File: config.mk
export PLATFORM = sky130hd
export DESIGN_NAME = branch_predict_unit
export DESIGN_NICKNAME = d
export VERILOG_FILES = /design/src/rtl/branch_predict_unit.sv
export SDC_FILE = /design/constraint.sdc
export NUM_CORES = 1
export LEC_CHECK = 0
export BUFFER_PORTS_ARGS = -buffer_cell sky130_fd_sc_hd__buf_2
export CORE_MARGIN = 5
export CORE_UTILIZATION = 55
export CTS_CLUSTER_SIZE = 30
export DETAILED_ROUTE_END_ITERATION = 7
export PLACE_DENSITY_LB_ADDON = 0.05
export SLEW_MARGIN = 20
export SYNTH_ARGS = -nofsm -noshare
export SYNTH_HDL_FRONTEND = slang
export SYNTH_SLANG_ARGS = --single-unit
File: constraint.sdc
create_clock -name clk -period 3.5 [get_ports clk]
set_input_delay 0.7 -clock clk [delete_from_list [all_inputs] [get_ports clk]]
set_output_delay 0.7 -clock clk [all_outputs]
set_load 0.005 [all_outputs]
File: src/rtl/branch_predict_unit.sv
// EX-stage RV32I branch resolution with a 2-bit saturating BHT for IF prediction,
// misprediction/redirect generation and saturating performance counters.
module branch_predict_unit #(
  parameter int         WIDTH     = 32,
  parameter int         BHT_IDX_W = 4,
  parameter int         CNT_W     = 32,
  parameter logic [1:0] BHT_INIT  = 2'b01
) (
  input  logic             clk,
  input  logic             rst_n,
  input  logic [WIDTH-1:0] if_pc,
  output logic             if_pred_taken,
  input  logic             ex_valid,
  input  logic             ex_branch,
  input  logic [2:0]       ex_func3,
  input  logic             ex_zero,
  input  logic             ex_less_signed,
  input  logic             ex_less_unsigned,
  input  logic [WIDTH-1:0] ex_pc,
  input  logic [WIDTH-1:0] ex_target,
  input  logic             ex_pred_taken,
  output logic             ex_taken,
  output logic             mispredict,
  output logic [WIDTH-1:0] redirect_pc,
  output logic [CNT_W-1:0] branch_count,
  output logic [CNT_W-1:0] mispredict_count
);

  localparam int ENTRIES = 1 << BHT_IDX_W;

  logic [1:0]           bht_q [ENTRIES];
  logic [CNT_W-1:0]     branch_cnt_q, branch_cnt_d;
  logic [CNT_W-1:0]     mis_cnt_q, mis_cnt_d;
  logic                 dir_taken, legal, res;
  logic [BHT_IDX_W-1:0] if_idx, ex_idx;
  logic [WIDTH-1:0]     pc_plus4;

  function automatic logic [1:0] sat_step(input logic [1:0] ctr, input logic up);
    if (up) return (ctr == 2'b11) ? ctr : ctr + 2'b01;
    else    return (ctr == 2'b00) ? ctr : ctr - 2'b01;
  endfunction

  function automatic logic [CNT_W-1:0] sat_inc(input logic [CNT_W-1:0] v, input logic en);
    return (en && (v != {CNT_W{1'b1}})) ? v + CNT_W'(1) : v;
  endfunction

  assign if_idx = if_pc[BHT_IDX_W+1:2];
  assign ex_idx = ex_pc[BHT_IDX_W+1:2];

  always_comb begin
    dir_taken = 1'b0;
    legal     = 1'b1;
    case (ex_func3)
      3'b000:  dir_taken = ex_zero;
      3'b001:  dir_taken = !ex_zero;
      3'b100:  dir_taken = ex_less_signed;
      3'b101:  dir_taken = !ex_less_signed;
      3'b110:  dir_taken = ex_less_unsigned;
      3'b111:  dir_taken = !ex_less_unsigned;
      default: legal     = 1'b0;
    endcase
  end

  assign res         = ex_valid & ex_branch & legal;
  assign ex_taken    = res & dir_taken;
  assign mispredict  = res & (dir_taken != ex_pred_taken);
  assign pc_plus4    = ex_pc + WIDTH'(4);
  // ex_taken already folds in res, so the idle case naturally falls back to pc+4.
  assign redirect_pc = ex_taken ? ex_target : pc_plus4;

  // Lookup reads the stored value, so a same-cycle update is seen only next cycle.
  assign if_pred_taken = bht_q[if_idx][1];

  assign branch_cnt_d = sat_inc(branch_cnt_q, res);
  assign mis_cnt_d    = sat_inc(mis_cnt_q, mispredict);

  always_ff @(posedge clk or negedge rst_n) begin
    if (!rst_n) begin
      for (int i = 0; i < ENTRIES; i++) bht_q[i] <= BHT_INIT;
      branch_cnt_q <= '0;
      mis_cnt_q    <= '0;
    end else begin
      if (res) bht_q[ex_idx] <= sat_step(bht_q[ex_idx], dir_taken);
      branch_cnt_q <= branch_cnt_d;
      mis_cnt_q    <= mis_cnt_d;
    end
  end

  assign branch_count     = branch_cnt_q;
  assign mispredict_count = mis_cnt_q;

endmodule

==> metrics.txt, run 1 <==
status finished clean; clock sink total 96; Setup WS post-layout 327 ps; Total Die Area 12700 um2; Synth top cells by count 80 x dfrtp_1, 54 x xor2_1, 53 x nor2_1; setup bufs post-CTS 0; Post-DP Area 6870 um2; share of cells above drive strength 1 35.2%; area growth from synthesis to layout 21.5%; largest net degree at the start of global routing 57; Final Hold Fails 0; ys flop type dfrtp_1; Synth Cell Area 5810 um2; Die W 113 um; Critical Path AT 2470 ps; root buffer cell clkbuf_8; min-delay worst type primary input to asynchronous set/reset pin; CP max stage cell or3_1; Post-synth EDFFs 0; Avg WL per Cell 16.6 um; Finished Cell Area 7060 um2; DRT Pass-1 Iters 4; Crit. End Element primary output; DRT antenna net count 0; WL met2 7590 um; Metal-1 WL 6250 um; # fillers 844; PortBufs 177; Post-Syn Area per Cell 9.95 um2; Max VDD drop 0.282 mV; fin crit period 3170 ps; top post-synthesis cells by area dfrtp_1 34%, xor2_1 8.1%, dfstp_2 7.2%; cell taking the most area after synthesis dfrtp_1; DR vias 5120; max cap viols 0; worst-path cell chain buf_2 > mux2i_1 > nor3_1 > or3_1 > nand2_2 > buf_4 > nor2_1 > a21oi_1 > buf_2; CP Launch Type primary input; initial cell density of the core 56.3%; count leader, synth dfrtp_1; Leak 3.47 nW; CP required 2800 ps; gr ovfl total 0; Post-synth ARST share 100%; RePlAce Congestion 0.884; Final nets 878; synthesized flop and latch total 96; initial antenna violation count 0; mean number of vias per cell 5.64; gr usage total 23.7%; drc violations 0; measured slew at the worst slew-check pin 724 ps; Power Dens Cells 358 nW/um2; Yosys cell types 48; Tcrit/Tclk final 90.6%; crit path max fanout 20; vias in the first global route 5129; clk_lat worst skew 360 ps; CTS tree yes; first-pass GRT wire length 25200 um; post-layout util 68.4%; DR iter-0 viols 348; max incr delay on CP 400 ps; clock skew 10.9 ps; H-tree depth 3; fmax 0.315 GHz; total power 2.53 mW; core area 10300 um2; clock transition at the registers of the reported paths 90 ps; clock buffer depth 2; die height 113 um; cell mode on critical path buf_2; Syn Inst Count 584; Met3 Routed Length 1090 um; drt total wl 15000 um; Top Metal Used met4; Yosys top cell area share 34.4%; final setup violating endpoints 0; Num CTS Buffers 9; critical path class primary input to primary output; HPWL after DPL 11600 um; R2R depth 6; Rows 37; Syn Nets 697; cts hold-fix bufs 0; Ys Warns 0; # IOs 206; sequential-to-total area share from yosys stat 41.7%; Rel. slew slack 51.3%; RSZ-0062 raised after global routing no; Resize count post-CTS 0; Setup Total Neg Slack 0 ps; DP Worst Slack 311 ps; max-slew violations 0
-- critical path, delay by kind of cell --
family,cells,cell delay (ps)
buffers and inverters,3,490
AO/OA/AOI/OAI,1,140
AND/OR/NAND/NOR,4,890
multiplexers,1,230
-- flip-flops by register name, indices dropped and copies added, names as in the netlist --
name	cells
bht_q	32
branch_count	32
mispredict_count	32
-- power breakdown --
group	switching [mW]	leakage (nW)	internal (mW)	total, mW
Combinational	0.263	2.13	0.244	0.507
Clock	0.393	0.0959	0.301	0.694
Sequential	0.0991	1.24	1.23	1.33
Total	0.755	3.47	1.77	2.53
-- metal layers --
layer / up-vias / track usage, %
li1: 2461 / -
met1: 2475 / 30.9
met2: 172 / 39.9
met3: 12 / 5.99
met4: 0 / 5.61
met5: - / 0
-- stage by stage --
step	hold WS (ps)	instances
after CTS	329	906
after global placement	456	890
final	319	907
after detailed placement	462	890
after global routing	349	906
after floorplan	404	584
-- area by class of cell --
class | count | area, um2 | share of cell area (%)
Inverter | 11 | 41.3 | 0.585
Clock buffer | 11 | 151 | 2.14
Sequential cell | 96 | 2420 | 34.3
Multi-Input combinational cell | 455 | 3220 | 45.6
Timing Repair Buffer | 192 | 1010 | 14.4
Clock inverter | 5 | 38.8 | 0.549
Tap cell | 136 | 170 | 2.41
Antenna cell | 1 | 2.50 | 0.0354
-- final timing paths --
check                               startpoint             endpoint  slack [ps]
min in group clk                     bht_q[20]            bht_q[20]         470
max reg2reg                mispredict_count[0]  mispredict_count[1]        1090
min                                      rst_n            bht_q[21]         320
max in group asynchronous                rst_n            bht_q[10]        2480
min reg2reg                          bht_q[20]            bht_q[20]         470
max                                ex_func3[1]      redirect_pc[10]         330
-- placed cells by master (no fill, tap or decap), types with 2 or more instances in the layout --
cell type,Yosys,routed
nand3_1,50,50
xor2_1,54,54
clkbuf_8,0,11
nor3_2,2,2
nor3_1,18,18
and2_1,6,6
dfstp_2,16,16
nor4_1,7,7
o31ai_1,16,16
clkinv_4,0,2
a22oi_2,2,2
buf_2,12,176
mux2_2,22,22
a21oi_1,30,30
nand2_1,49,49
dfrtp_1,80,80
nor2b_1,3,3
ha_1,6,6
mux4_1,4,4
nand4_1,31,31
a22o_1,2,2
o21a_1,2,2
inv_1,11,11
a21oi_4,2,2
o21ai_0,2,2
buf_4,2,15
xnor2_1,34,34
mux4_2,9,9
and4_1,8,8
nor2_1,53,53
and3_1,23,23
nor4b_2,2,2
or3_1,4,4
-- kinds of logic after synthesis --
kind of cell	share of synthesized area (%)
XOR/XNOR	13.3
multiplexers	9.73
adder cells (fa/ha/maj)	1.29
AND/OR/NAND/NOR	24.4
AO/OA/AOI/OAI	6.74
flip-flops	41.7
buffers and inverters	2.91
No activity file was read; power rests on OpenSTA's default activity.
==> inputs of run 2 (changes only) <==
Settings changed: RECOVER_POWER set to 100.
==> run 2 against run 1 <==
Against the previous run: final area decreased by 1.9%; setup slack lost 70 ps; fmax down 2.2%; the flow now finishes with violations (capacitance limit, slew limit); combinational power shrank 5.5%; critical path type unchanged; critical endpoint unchanged; sequential share of layout area up 0.67 points.
==> metrics.txt, run 2 (synthesized netlist as in run 1, its figures left out) <==
Final nets 878; # IOs 206; Rel. slew slack -44.8%; setup bufs post-CTS 0; clk_lat worst skew 360 ps; clock transition at the registers of the reported paths 90 ps; cts hold-fix bufs 0; Rows 37; crit path max fanout 20; RePlAce Congestion 0.884; clock sink total 96; Resize count post-CTS 0; vias in the first global route 5129; commonest non-fill, non-tap cells in the layout 114 x buf_2, 80 x dfrtp_1, 60 x clkbuf_1; Cells after DPL 890; H-tree depth 3; fmax 0.308 GHz; Die W 113 um; largest net degree at the start of global routing 57; Max VDD drop 0.268 mV; clock buffer depth 2; min-delay worst type flip-flop to flip-flop; HPWL after DPL 11600 um; DR iter-0 viols 349; CP required 2800 ps; core area 10300 um2; first-pass GRT wire length 25200 um; Setup Total Neg Slack 0 ps; Num CTS Buffers 9; Crit. End Element primary output; failing checks capacitance limit, slew limit; Tcrit/Tclk final 92.6%; max-slew violations 42; gr ovfl total 0; non-filler cells, final 907; Avg WL per Cell 16.6 um; final setup violating endpoints 0; critical path class primary input to primary output; PortBufs 177; RSZ-0062 raised after global routing no; commonest non-fill, non-tap cell in the layout buf_2; Total Die Area 12700 um2; die height 113 um; flop2flop setup slack 1080 ps; fin crit period 3240 ps; DR vias 5147; measured slew at the worst slew-check pin 2170 ps; Critical Path AT 2540 ps; drc violations 0; DRT antenna net count 0; drt total wl 15100 um; root buffer cell clkbuf_8; max cap viols 1; CP Launch Type primary input; area growth from synthesis to layout 19.2%; Power Dens Cells 361 nW/um2; DRT Pass-1 Iters 5; DP Worst Slack 311 ps; CTS tree yes; Final Hold Fails 0; hold slack 474 ps; clock skew 10.7 ps; Setup WS post-layout 257 ps; Leak 3.25 nW; initial cell density of the core 56.3%; initial antenna violation count 0; mean number of vias per cell 5.67; status finished with violations; gr usage total 23.7%; share of cells above drive strength 1 26.9%
[run 2: cell types whose count changed in the layout (fill, tap and decap cells not counted), moves of 2 or more]
| cell | previous run | this run |
|---|---|---|
| buf_2 | 176 | 114 |
| buf_4 | 15 | 12 |
| nor4b_1 | 0 | 2 |
| clkbuf_1 | 0 | 60 |
| clkbuf_2 | 0 | 5 |
| nor4b_2 | 2 | 0 |
[run 2: per-layer routing]
metal / share of wire, % / vias to the layer above / global-route usage (%) / wire (um)
met4: 0.94 / 0 / 5.61 / 141
li1: - / 2459 / - / -
met2: 50 / 189 / 39.9 / 7560
met3: 7.3 / 15 / 5.99 / 1110
met1: 42 / 2484 / 30.9 / 6270
met5: 0 / - / 0 / 0
[run 2: power by group]
part	leakage (nW)	total (mW)	switching (mW)	internal (mW)
logic	1.91	0.479	0.260	0.219
registers	1.24	1.33	0.100	1.23
clock network	0.0959	0.694	0.392	0.301
[run 2: per-stage QoR]
stage,cell area [um2],util (%),power (mW)
2_1_floorplan,5810,-,1.60
3_3_place_gp,6870,66.5,1.83
3_5_place_dp,6870,66.5,1.85
4_1_cts,7060,68.4,2.55
5_1_grt,6920,67.1,2.65
6_report,6930,67.1,2.50
[run 2: worst max-delay path: stages]
cell and delay (ps):
clkbuf_1 170, mux2i_1 250, nor3_1 90, or3_1 400, nand2_2 350, buf_4 230, nor2_1 40, a21oi_1 150
clkbuf_1 140
[run 2: layout make-up]
type	count	area [um2]
Clock inverter	5	38.8
Timing Repair Buffer	192	918
Clock buffer	11	151
Fill cell	890	3400
Multi-Input combinational cell	455	3180
Antenna cell	1	2.50
Sequential cell	96	2420
Tap cell	136	170
Inverter	11	41.3
[run 2: worst paths after layout]
check | cells after the start | startpoint | end
setup / recovery | 9 | ex_func3[1] | redirect_pc[10]
hold / removal | 2 | bht_q[20] | bht_q[20]
setup reg to reg | 6 | bht_q[29] | bht_q[5]
hold reg to reg | 2 | bht_q[20] | bht_q[20]
max in group asynchronous | 2 | rst_n | mispredict_count[10]
min in group asynchronous | 1 | rst_n | bht_q[21]
